File: config.mk
export PLATFORM = sky130hd
export DESIGN_NAME = multi_byte_logic_sequencer
export DESIGN_NICKNAME = d
export VERILOG_FILES = /design/src/rtl/multi_byte_logic_sequencer.sv
export SDC_FILE = /design/constraint.sdc
export NUM_CORES = 1
export LEC_CHECK = 0
export ABC_AREA = 1
export CAP_MARGIN = 10
export CORE_ASPECT_RATIO = 0.8
export CORE_MARGIN = 5
export CORE_UTILIZATION = 25
export DETAILED_ROUTE_END_ITERATION = 16
export MAX_ROUTING_LAYER = met4
export PLACE_DENSITY_LB_ADDON = 0.3
export SLEW_MARGIN = 5
export SYNTH_ARGS = -nofsm -noshare
export SYNTH_HDL_FRONTEND = slang
export SYNTH_SLANG_ARGS = --single-unit
File: constraint.sdc
create_clock -name clk -period 2.2 [get_ports clk]
set_input_delay 0.44 -clock clk [delete_from_list [all_inputs] [get_ports clk]]
set_output_delay 0.44 -clock clk [all_outputs]
set_load 0.02 [all_outputs]
File: src/rtl/multi_byte_logic_sequencer.sv
// Byte-serial logic sequencer: applies AND/OR/XOR/NOT/LSL one byte per cycle, LSB byte first.
// Optional abort input is enabled by defining LOGIC_SEQ_ABORT_EN.
module multi_byte_logic_sequencer #(
  parameter int NBYTES = 2
) (
  input  logic                  clk,
  input  logic                  rst,
  input  logic                  in_valid,
  output logic                  in_ready,
  input  logic [2:0]            op,
  input  logic [8*NBYTES-1:0]   a,
  input  logic [8*NBYTES-1:0]   b,
  output logic                  out_valid,
  input  logic                  out_ready,
  output logic [8*NBYTES-1:0]   result,
  output logic                  carry,
  output logic                  zero,
  output logic                  err
`ifdef LOGIC_SEQ_ABORT_EN
  ,
  input  logic                  abort
`endif
);

  localparam int W    = 8 * NBYTES;
  localparam int IDXW = (NBYTES > 1) ? $clog2(NBYTES) : 1;

  localparam logic [1:0] IDLE = 2'd0;
  localparam logic [1:0] RUN  = 2'd1;
  localparam logic [1:0] DONE = 2'd2;

  localparam logic [2:0] OP_AND = 3'd0;
  localparam logic [2:0] OP_OR  = 3'd1;
  localparam logic [2:0] OP_XOR = 3'd2;
  localparam logic [2:0] OP_NOT = 3'd3;
  localparam logic [2:0] OP_LSL = 3'd4;

  logic [1:0]      state;
  logic [IDXW-1:0] idx;
  logic [2:0]      op_q;
  logic [W-1:0]    a_q;
  logic [W-1:0]    b_q;
  logic            acc;
  logic            shift_cy;

  logic [IDXW+2:0] bit_ofs;
  logic [7:0]      a_byte;
  logic [7:0]      b_byte;
  logic [7:0]      res_byte;
  logic            cin;
  logic            illegal;
  logic            last;
  logic            abort_req;
  logic [W-1:0]    byte_mask;
  logic [W-1:0]    byte_ins;

  // Shared 8-bit logic unit operating on the byte selected by idx.
  always_comb begin
    bit_ofs   = {idx, 3'b000};
    a_byte    = a_q[bit_ofs +: 8];
    b_byte    = b_q[bit_ofs +: 8];
    cin       = (idx == '0) ? 1'b0 : shift_cy;
    illegal   = (op_q > OP_LSL);
    last      = (idx == IDXW'(NBYTES - 1));
    res_byte  = 8'h00;
    case (op_q)
      OP_AND:  res_byte = a_byte & b_byte;
      OP_OR:   res_byte = a_byte | b_byte;
      OP_XOR:  res_byte = a_byte ^ b_byte;
      OP_NOT:  res_byte = ~a_byte;
      OP_LSL:  res_byte = {a_byte[6:0], cin};
      default: res_byte = 8'h00;
    endcase
    byte_mask = W'(8'hFF) << bit_ofs;
    byte_ins  = W'(res_byte) << bit_ofs;
  end

`ifdef LOGIC_SEQ_ABORT_EN
  assign abort_req = abort && (state != IDLE);
`else
  assign abort_req = 1'b0;
`endif

  assign in_ready  = (state == IDLE);
  assign out_valid = (state == DONE);

  // Flags settle on DONE entry and are left untouched until the next accept or abort.
  always_ff @(posedge clk) begin
    if (rst) begin
      state    <= IDLE;
      idx      <= '0;
      op_q     <= '0;
      a_q      <= '0;
      b_q      <= '0;
      acc      <= 1'b0;
      shift_cy <= 1'b0;
      result   <= '0;
      carry    <= 1'b0;
      zero     <= 1'b0;
      err      <= 1'b0;
    end else if (abort_req) begin
      state    <= IDLE;
      idx      <= '0;
      acc      <= 1'b0;
      shift_cy <= 1'b0;
      result   <= '0;
      carry    <= 1'b0;
      zero     <= 1'b0;
      err      <= 1'b0;
    end else begin
      case (state)
        IDLE: begin
          if (in_valid) begin
            op_q     <= op;
            a_q      <= a;
            b_q      <= b;
            idx      <= '0;
            acc      <= 1'b0;
            shift_cy <= 1'b0;
            result   <= '0;
            carry    <= 1'b0;
            zero     <= 1'b0;
            err      <= 1'b0;
            state    <= RUN;
          end
        end
        RUN: begin
          result   <= (result & ~byte_mask) | byte_ins;
          acc      <= acc | (|res_byte);
          shift_cy <= a_byte[7];
          if (illegal) begin
            err <= 1'b1;
          end
          if (last) begin
            zero  <= ~(acc | (|res_byte));
            carry <= (op_q == OP_LSL) ? a_q[W-1] : 1'b0;
            state <= DONE;
          end else begin
            idx <= idx + 1'b1;
          end
        end
        DONE: begin
          if (out_ready) begin
            state <= IDLE;
          end
        end
        default: state <= IDLE;
      endcase
    end
  end

endmodule
==> reports/metrics.yaml, run 1 <==
setup_path:
  r2r_end: "acc$_SDFFE_PP0P_"
  path_max_fanout: 9
  reg2regPathDepth: 12
  critPathLaunchType: "register"
  timing.rr.start: "idx$_SDFFE_PP0P_"
  end_kind: "register"
  worst-r2r-setup-slack_ns: 0.20
  required_ns: 2.39
  path_class: "reg2reg"
  cp.arrival_ns: 2.19
floorplan:
  rows: 35
  ios: 60
  initial_utilization: 0.258
  coreArea_um2: 11600
  die-area_um2: 14300
  die_h_um: 108
  die_x_um: 133
route:
  dr.pass1.iters: 5
  via_per_inst: 4.39
  finalWirelength_um: 8570
  route.detailed.drc: 0
  via_count: 2821
  postRouteAntennaNets: 0
  drtIter0Drc: 162
  wl_per_cell_um: 13.3
logic_synthesis:
  synth.area.top_cells: "dfxtp_1, nand2_1, a21oi_1"
  synth_area_um2: 3000
  synth.top_cell.area_share: 0.393
  synth_top_family_by_area: "simple AND/OR/NAND/NOR gates"
  synth_edf_count: 0
  synth-main-ff-cell: "dfxtp_1"
  syn_nets: 488
  synth_common_cells: "nand2_1, dfxtp_1, a21oi_1, inv_1, nor2_1"
  synth_mux_area_frac: 0
  synth_cells: 433
  synth_adder_area_share: 0.0667
  synthArstFlopShare: 0
  synth_seq_area_share: 0.393
  synth-compound-area-share: 0.140
  yosysWarnings: 0
  synth_top_area_cell: "dfxtp_1"
  synth-simple-area-share: 0.304
  ys_ff_latch: 59
  ys_types: 29
  synth.avg_cell_area_um2: 6.94
  yosysMostFrequentCell: "nand2_1"
  synth_xor_area_frac: 0
cells_and_area:
  diodes: 0
  nets: 545
  final_layout_size_suffix_gt1_frac: 0.107
  fin_util: 0.346
  area_growth_pct: 34.1
  fin_area_um2: 4030
sta:
  layout_setup_ws_ns: 0.200
  period_minus_slack_ns: 2.00
  worst_pin_slew_ns: 0.543
  fin_skew_ns: 0.00443
  slew_viol_final: 0
  final_hold_viol_count: 0
  fin_tns_setup_ns: 0
  rsz0062_at_grt: "no"
  max_freq_mhz: 500
  relSlewSlack: 0.636
  setup_viol: 0
  timing.final.crit_share: 0.909
hold_path:
  min_from: "b_q[10]$_SDFFE_PP0P_"
  whs_path_depth: 2
  hold_end: "b_q[10]$_SDFFE_PP0P_"
  hold_path.class: "reg2reg"
clock_network:
  cts_buffers: 9
  clock-root-buffer: "clkbuf_16"
  cts-resized-gates: 0
  clk_path_buf_depth: 2
  cts_tree: "yes"
  post-cts-setup-buffers: 0
  htree_levels: 3
  clk_latency_ns: 0.33
  cts.sinks: 59
  clkTransAtPathRegs_ns: 0.05
  hold_buffers: 0
pwr:
  p_seq_frac: 0.383
  power_switching_uw: 867
  leakage_nw: 1.71
  internal_power_mw: 2.22
  switching_share: 0.281
  p_total_mw: 3.09
  pwr-share-clk: 0.416
  p_per_area_nw_per_um2: 767
  comb_power_share: 0.201
  peakVddDrop_mv: 0.304
global_route:
  antenna_found_initial: 0
  grt_remaining_overflow: 0
  grt_pass1_wl_um: 14300
  grt_pass1_vias: 2782
  grtUsageTotal: 0.130
  grt_max_degree: 49
placement:
  io_buffer_count: 59
  dpl.hpwl_um: 6620
  routabilityCongestion: 0.880
  place_area_um2: 3730
  dp_slack_ns: 0.100
run:
  max_cap_violations: 0
run_status:
  outcome: "complete, no violations"
## critical path: stages, from the launching register on
cell and delay, ns:
dfxtp_2 0.37, inv_4 0.06, or2_2 0.26, o21ai_1 0.19, ha_1 0.30, nand2_1 0.07
nand2_1 0.05, nor2_1 0.08, nand2_1 0.11, nor2_1 0.17, nand3_1 0.09, nand2_1 0.07
a21oi_1 0.06
## layer usage
layer,vias up,GRT usage,share of wire
met5,-,-,0
met4,0,0.0549,0.028
met3,16,0.0358,0.051
met1,1237,0.180,0.53
li1,1497,-,-
met2,71,0.175,0.39
## placed cells by master, fill, tap and decap left out, types with 7 or more instances in the layout
cell | netlist | layout
nand2_1 | 139 | 139
dfxtp_1 | 59 | 58
clkdlybuf4s50_1 | 0 | 58
a21oi_1 | 46 | 46
inv_1 | 37 | 37
nor2_1 | 35 | 34
ha_1 | 16 | 16
nand3_1 | 15 | 15
a211oi_1 | 12 | 12
clkbuf_16 | 0 | 9
or2_2 | 8 | 8
o21ai_0 | 10 | 7
nor2_2 | 6 | 7
buf_4 | 3 | 7
## kinds of logic (layout without fill, tap and decap cells)
group                      Yosys count  count (layout)
buffers and inverters               66             127
DFF                                 59              59
AOI/OAI and AO/OA                   75              75
adders and majority gates           16              16
and+or+nand+nor                    217             217
## metrics by stage
| stage | hold WS (ns) | std cells |
|---|---|---|
| after floorplan | 0.439 | 433 |
| after global placement | 0.452 | 627 |
| after detailed placement | 0.457 | 627 |
| after CTS | 0.465 | 642 |
| after global routing | 0.481 | 642 |
| final | 0.461 | 642 |
## layout make-up
class	count	area, um^2
fillers	1260	7620
multi-input cells	308	1540
flip-flops and latches	59	1180
repair buffers	68	673
clock buffers	13	270
well taps	148	185
inverters	44	168
clock inverters	2	10.0
## registers in the layout, indices dropped and copies added, names as in the netlist
name	flops
result	16
state	2
idx	1
b_q	16
a_q	16
carry	1
shift_cy	1
op_q	3
zero	1
acc	1
err	1
## power by group through the flow
stage	combinational [mW]	sequential [mW]	clock, mW
after detailed placement	0.619	1.20	0
after floorplan	0.404	1.19	0
after global placement	0.619	1.20	0
after global routing	0.709	1.19	1.37
after CTS	0.621	1.18	1.32
final	0.621	1.18	1.29
## worst max path at each step
stage | to | depth (start not counted) | startpoint
6_report | acc$_SDFFE_PP0P_ | 12 | idx$_SDFFE_PP0P_
5_1_grt | acc$_SDFFE_PP0P_ | 12 | idx$_SDFFE_PP0P_
4_1_cts | acc$_SDFFE_PP0P_ | 11 | idx$_SDFFE_PP0P_
3_5_place_dp | acc$_SDFFE_PP0P_ | 11 | idx$_SDFFE_PP0P_
3_3_place_gp | acc$_SDFFE_PP0P_ | 12 | idx$_SDFFE_PP0P_
2_1_floorplan | acc$_SDFFE_PP0P_ | 14 | idx$_SDFFE_PP0P_
(Power assumes the default switching activity.)
==> run 2, diff against run 1 <==
--- a/config.mk
+++ b/config.mk
@@ -9,7 +9,7 @@
 export CAP_MARGIN = 10
 export CORE_ASPECT_RATIO = 0.8
 export CORE_MARGIN = 5
-export CORE_UTILIZATION = 25
+export CORE_UTILIZATION = 37
 export DETAILED_ROUTE_END_ITERATION = 16
 export MAX_ROUTING_LAYER = met4
 export PLACE_DENSITY_LB_ADDON = 0.3
==> reports/metrics.yaml, run 2 (same netlist as run 1, synthesis figures left out) <==
global_route:
  antenna_found_initial: 0  # unchanged
  grt_remaining_overflow: 0  # unchanged
  grtUsageTotal: 0.170  # +0.0405
  grt_pass1_wl_um: 13600  # -4.4%
  grt_max_degree: 40  # -18%
  grt_pass1_vias: 2774  # -0.29%
sta:
  setup_viol: 0  # unchanged
  fin_tns_setup_ns: 0  # unchanged
  worst_pin_slew_ns: 0.541  # -0.00259 ns
  fin_skew_ns: 0.00301  # -0.00142 ns
  rsz0062_at_grt: "no"
  timing.final.crit_share: 0.919  # +0.0101
  layout_setup_ws_ns: 0.178  # -0.0222 ns
  max_freq_mhz: 495  # -1.1%
  period_minus_slack_ns: 2.02  # +0.0222 ns
  final_hold_viol_count: 0  # unchanged
  slew_viol_final: 0  # unchanged
  relSlewSlack: 0.639  # +0.00307
route:
  dr.pass1.iters: 5  # unchanged
  finalWirelength_um: 7750  # -9.5%
  via_per_inst: 4.75  # +8.0%
  route.detailed.drc: 0  # unchanged
  drtIter0Drc: 131  # -19%
  via_count: 2867  # +1.6%
  postRouteAntennaNets: 0  # unchanged
  wl_per_cell_um: 12.8  # -3.9%
floorplan:
  ios: 60  # unchanged
  initial_utilization: 0.380  # +0.122
  rows: 29  # -17%
  die_x_um: 111  # -16%
  die_h_um: 90.6  # -16%
  coreArea_um2: 7910  # -32%
  die-area_um2: 10000  # -30%
setup_path:
  path_class: "reg2reg"
  required_ns: 2.46  # +0.07 ns
  end_kind: "register"
  path_max_fanout: 27  # +18
  cp.arrival_ns: 2.28  # +0.09 ns
  critPathLaunchType: "register"
cells_and_area:
  final_layout_size_suffix_gt1_frac: 0.113  # +0.00562
  final_cell_mix: "nand2_1, dfxtp_1, clkdlybuf4s50_1"
  nets: 547  # +0.37%
  n_fill_cell: 822  # -35%
  final_common_cell: "nand2_1"
  area_growth_pct: 29.8
  top_regs: "a_q: 16 flops, b_q: 16 flops, result: 16 flops"
  fin_util: 0.493  # +0.147
  diodes: 0  # unchanged
placement:
  io_buffer_count: 59  # unchanged
  routabilityCongestion: 0.929  # +5.5%
  dp_slack_ns: 0.125  # +0.0246 ns
  dpl.hpwl_um: 5880  # -11%
clock_network:
  clkTransAtPathRegs_ns: 0.06  # about the same
  cts.sinks: 59  # unchanged
  cts_tree: "yes"
  post-cts-setup-buffers: 0  # unchanged
  clk_path_buf_depth: 2  # unchanged
  clk_latency_ns: 0.33  # about the same
  htree_levels: 3  # unchanged
  clock-root-buffer: "clkbuf_8"
  cts_buffers: 9  # unchanged
run:
  max_cap_violations: 0  # unchanged
pwr:
  leakage_nw: 1.68  # -2.0%
  peakVddDrop_mv: 0.319  # +4.9%
  p_per_area_nw_per_um2: 687  # -10%
hold_path:
  hold_path.class: "reg2reg"
run_status:
  outcome: "complete, no violations"
==> run 2: worst paths after layout <==
kind,start,end,slack (ns),cells past startpoint
worst max register to register,idx$_SDFFE_PP0P_,zero$_SDFFE_PP0P_,0.18,10
worst min register to register,b_q[12]$_SDFFE_PP0P_,b_q[12]$_SDFFE_PP0P_,0.46,2
worst min-delay path,b_q[12]$_SDFFE_PP0P_,b_q[12]$_SDFFE_PP0P_,0.46,2
worst max-delay path,idx$_SDFFE_PP0P_,zero$_SDFFE_PP0P_,0.18,10
==> run 2: timing repair <==
| action | CTS | global route |
|---|---|---|
| gates resized for setup | 0 | 5 |
| endpoints found under the setup margin | 0 | 2 |
| hold buffers | 0 | 0 |
==> run 2: report_power, final <==
group          internal, mW  switching (mW)
combinational         0.250           0.367
sequential             1.13          0.0437
clock                 0.491           0.392
total                  1.88           0.802
==> run 2: cell type report <==
class | count | area [um^2] | share of cell area
sequential | 59 | 1180 | 0.303
clock buffer | 13 | 169 | 0.0433
clock inverter | 2 | 10.0 | 0.00257
tap | 108 | 135 | 0.0347
inverter | 44 | 168 | 0.0430
timing repair buffer | 70 | 693 | 0.178
multi-input combinational | 308 | 1540 | 0.395
==> run 2: metal layers <==
metal  track usage  vias up  wire [um]
met5             -        -          0
met4        0.0564        0         71
met3        0.0449        7        430
met2         0.243       68       3260
met1         0.233     1292       3990
li1              -     1500          -
==> run 2: stage by stage <==
step	cell area (um^2)	std cells	power (mW)	hold slack [ns]
after floorplan	3000	433	1.59	0.439
after global placement	3710	589	1.80	0.450
after global routing	3900	604	2.86	0.479
after CTS	3890	604	2.71	0.462
final	3900	604	2.68	0.459
after detailed placement	3710	589	1.81	0.452
==> run 2: worst max-delay path: stages (launching register included) <==
cell and delay, ns:
dfxtp_2 0.34, buf_12 0.16, o21ai_1 0.32, ha_1 0.30, nand4_1 0.09, nand3_1 0.09, nor2_2 0.13, nand2_1 0.07
nor2_1 0.13, nand4_1 0.15, a21oi_1 0.16
==> run 3, diff against run 2 <==
--- a/config.mk
+++ b/config.mk
@@ -6,13 +6,13 @@
 export NUM_CORES = 1
 export LEC_CHECK = 0
 export ABC_AREA = 1
-export CAP_MARGIN = 10
 export CORE_ASPECT_RATIO = 0.8
-export CORE_MARGIN = 5
+export CORE_MARGIN = 2
 export CORE_UTILIZATION = 37
 export DETAILED_ROUTE_END_ITERATION = 16
 export MAX_ROUTING_LAYER = met4
 export PLACE_DENSITY_LB_ADDON = 0.3
+export SETUP_SLACK_MARGIN = 0.15
 export SLEW_MARGIN = 5
 export SYNTH_ARGS = -nofsm -noshare
 export SYNTH_HDL_FRONTEND = slang
==> reports/metrics.yaml, run 3 (same netlist as run 1, synthesis figures left out) <==
sta:
  max_freq_mhz: 514  # +3.9%
  setup_viol: 0  # unchanged
  relSlewSlack: 0.618  # -0.0215
  worst_pin_slew_ns: 0.571  # +0.0302 ns
  timing.final.crit_share: 0.884  # -0.0348
  fin_skew_ns: 0.00486  # +0.00186 ns
  period_minus_slack_ns: 1.95  # -0.0766 ns
  slew_viol_final: 0  # unchanged
  fin_tns_setup_ns: 0  # unchanged
  holdWs_ns: 0.462  # +0.00299 ns
  rsz0062_at_grt: "yes"
  final_hold_viol_count: 0  # unchanged
clock_network:
  cts_tree: "yes"
  clock-root-buffer: "clkbuf_8"
  clk_path_buf_depth: 2  # unchanged
  clk_latency_ns: 0.34  # about the same
  htree_levels: 3  # unchanged
  clkTransAtPathRegs_ns: 0.06  # about the same
  cts.sinks: 59  # unchanged
  cts_buffers: 9  # unchanged
floorplan:
  coreArea_um2: 7910  # unchanged
  rows: 29  # unchanged
  die_x_um: 105  # -5.4%
  die_h_um: 84.6  # -6.6%
  initial_utilization: 0.380  # unchanged
  die-area_um2: 8860  # -12%
  ios: 60  # unchanged
global_route:
  grtUsageTotal: 0.189  # +0.0185
  antenna_found_initial: 0  # unchanged
  grt_max_degree: 35  # -13%
  grt_pass1_wl_um: 12900  # -5.5%
  grt_pass1_vias: 2696  # -2.8%
  grt_remaining_overflow: 0  # unchanged
route:
  via_per_inst: 4.74  # about the same
  dr.pass1.iters: 4  # -1
  drtIter0Drc: 115  # -12%
  via_count: 2875  # +0.28%
  wl_per_cell_um: 12.6  # -2.1%
  postRouteAntennaNets: 0  # unchanged
  route.detailed.drc: 0  # unchanged
  finalWirelength_um: 7620  # -1.7%
setup_path:
  required_ns: 2.47  # about the same
  reg2regPathDepth: 11  # +1
  worst-r2r-setup-slack_ns: 0.25  # +0.08 ns
  path_max_fanout: 23  # -15%
  end_kind: "register"
  cp.arrival_ns: 2.22  # -0.06 ns
  critPathLaunchType: "register"
  timing.rr.start: "idx$_SDFFE_PP0P_"
  r2r_end: "zero$_SDFFE_PP0P_"
  path_class: "reg2reg"
cells_and_area:
  diodes: 0  # unchanged
  area_growth_pct: 31.0
  final_layout_size_suffix_gt1_frac: 0.129  # +0.0156
  fin_util: 0.497  # +0.00459
  n_fill_cell: 810  # -1.5%
  top_regs: "a_q: 16 flops, b_q: 16 flops, result: 16 flops"
  nets: 548  # +0.18%
  fin_area_um2: 3940  # +0.93%
  final_cell_mix: "nand2_1, dfxtp_1, clkdlybuf4s50_1"
  final_common_cell: "nand2_1"
pwr:
  p_per_area_nw_per_um2: 682  # -0.72%
  peakVddDrop_mv: 0.364  # +14%
  leakage_nw: 1.68  # +0.34%
hold_path:
  min_from: "b_q[7]$_SDFFE_PP0P_"
  whs_path_depth: 2  # unchanged
  hold_end: "b_q[7]$_SDFFE_PP0P_"
  hold_path.class: "reg2reg"
run:
  max_cap_violations: 0  # unchanged
placement:
  routabilityCongestion: 1.00  # +8.1%
  dpl.hpwl_um: 5780  # -1.7%
  io_buffer_count: 59  # unchanged
  place_area_um2: 3690  # -0.54%
run_status:
  outcome: "complete, no violations"
==> run 3: changes by cell type in the layout (fill, tap and decap cells not counted), sizes merged <==
| cell | delta |
|---|---|
| clkbuf | +1 |
| buf | +1 |
==> run 3: per-layer routing <==
metal,vias to the layer above,part of all wire,global-route usage
met4,0,0.020,0.0727
met5,-,0,-
met2,65,0.41,0.264
met3,15,0.053,0.0567
li1,1494,-,-
met1,1301,0.52,0.254
==> run 3: worst max path at each step <==
| stage | from | to | cells after the start |
|---|---|---|---|
| 3_5_place_dp | idx$_SDFFE_PP0P_ | acc$_SDFFE_PP0P_ | 13 |
| 6_report | idx$_SDFFE_PP0P_ | zero$_SDFFE_PP0P_ | 11 |
| 5_1_grt | idx$_SDFFE_PP0P_ | acc$_SDFFE_PP0P_ | 12 |
| 3_3_place_gp | idx$_SDFFE_PP0P_ | zero$_SDFFE_PP0P_ | 12 |
| 2_1_floorplan | idx$_SDFFE_PP0P_ | acc$_SDFFE_PP0P_ | 14 |
| 4_1_cts | idx$_SDFFE_PP0P_ | zero$_SDFFE_PP0P_ | 11 |
==> run 3: area by class of cell <==
cell class / count / area [um^2] / share of cell area
repair buffers: 71 / 701 / 0.178
multi-input cells: 308 / 1570 / 0.399
inverters: 44 / 170 / 0.0432
flip-flops and latches: 59 / 1180 / 0.301
clock inverters: 2 / 10.0 / 0.00254
clock buffers: 14 / 163 / 0.0413
well taps: 108 / 135 / 0.0343
==> run 3: repair_timing <==
action                     4_1_cts  5_1_grt
pin swaps                        0        4
setup endpoints to repair        2        2
setup buffers                    0        2
gates resized for setup          2       20
hold buffers                     0        0
==> run 3: power breakdown <==
group | leakage, nW | internal [mW] | switching (mW) | total (mW)
combinational | 1.11 | 0.265 | 0.373 | 0.638
sequential | 0.483 | 1.13 | 0.0476 | 1.18
clock | 0.0905 | 0.467 | 0.396 | 0.864
total | 1.68 | 1.87 | 0.817 | 2.68
==> run 3: stage by stage <==
step | setup WS, ns | std cells | power, mW
6_report | 0.254 | 606 | 2.68
5_1_grt | 0.103 | 606 | 2.86
4_1_cts | 0.169 | 604 | 2.68
3_5_place_dp | 0.115 | 588 | 1.81
3_3_place_gp | 0.156 | 588 | 1.80
2_1_floorplan | 0.260 | 433 | 1.59
==> run 3: critical path, cell delays in order, from the launching register on <==
cell	delay [ns]
dfxtp_4	0.37
buf_12	0.16
buf_4	0.15
o21ai_1	0.16
ha_1	0.26
nand4_1	0.09
nand3_1	0.09
nor2_2	0.12
nand2_1	0.08
nor2_2	0.11
nand4_1	0.14
a21oi_1	0.14
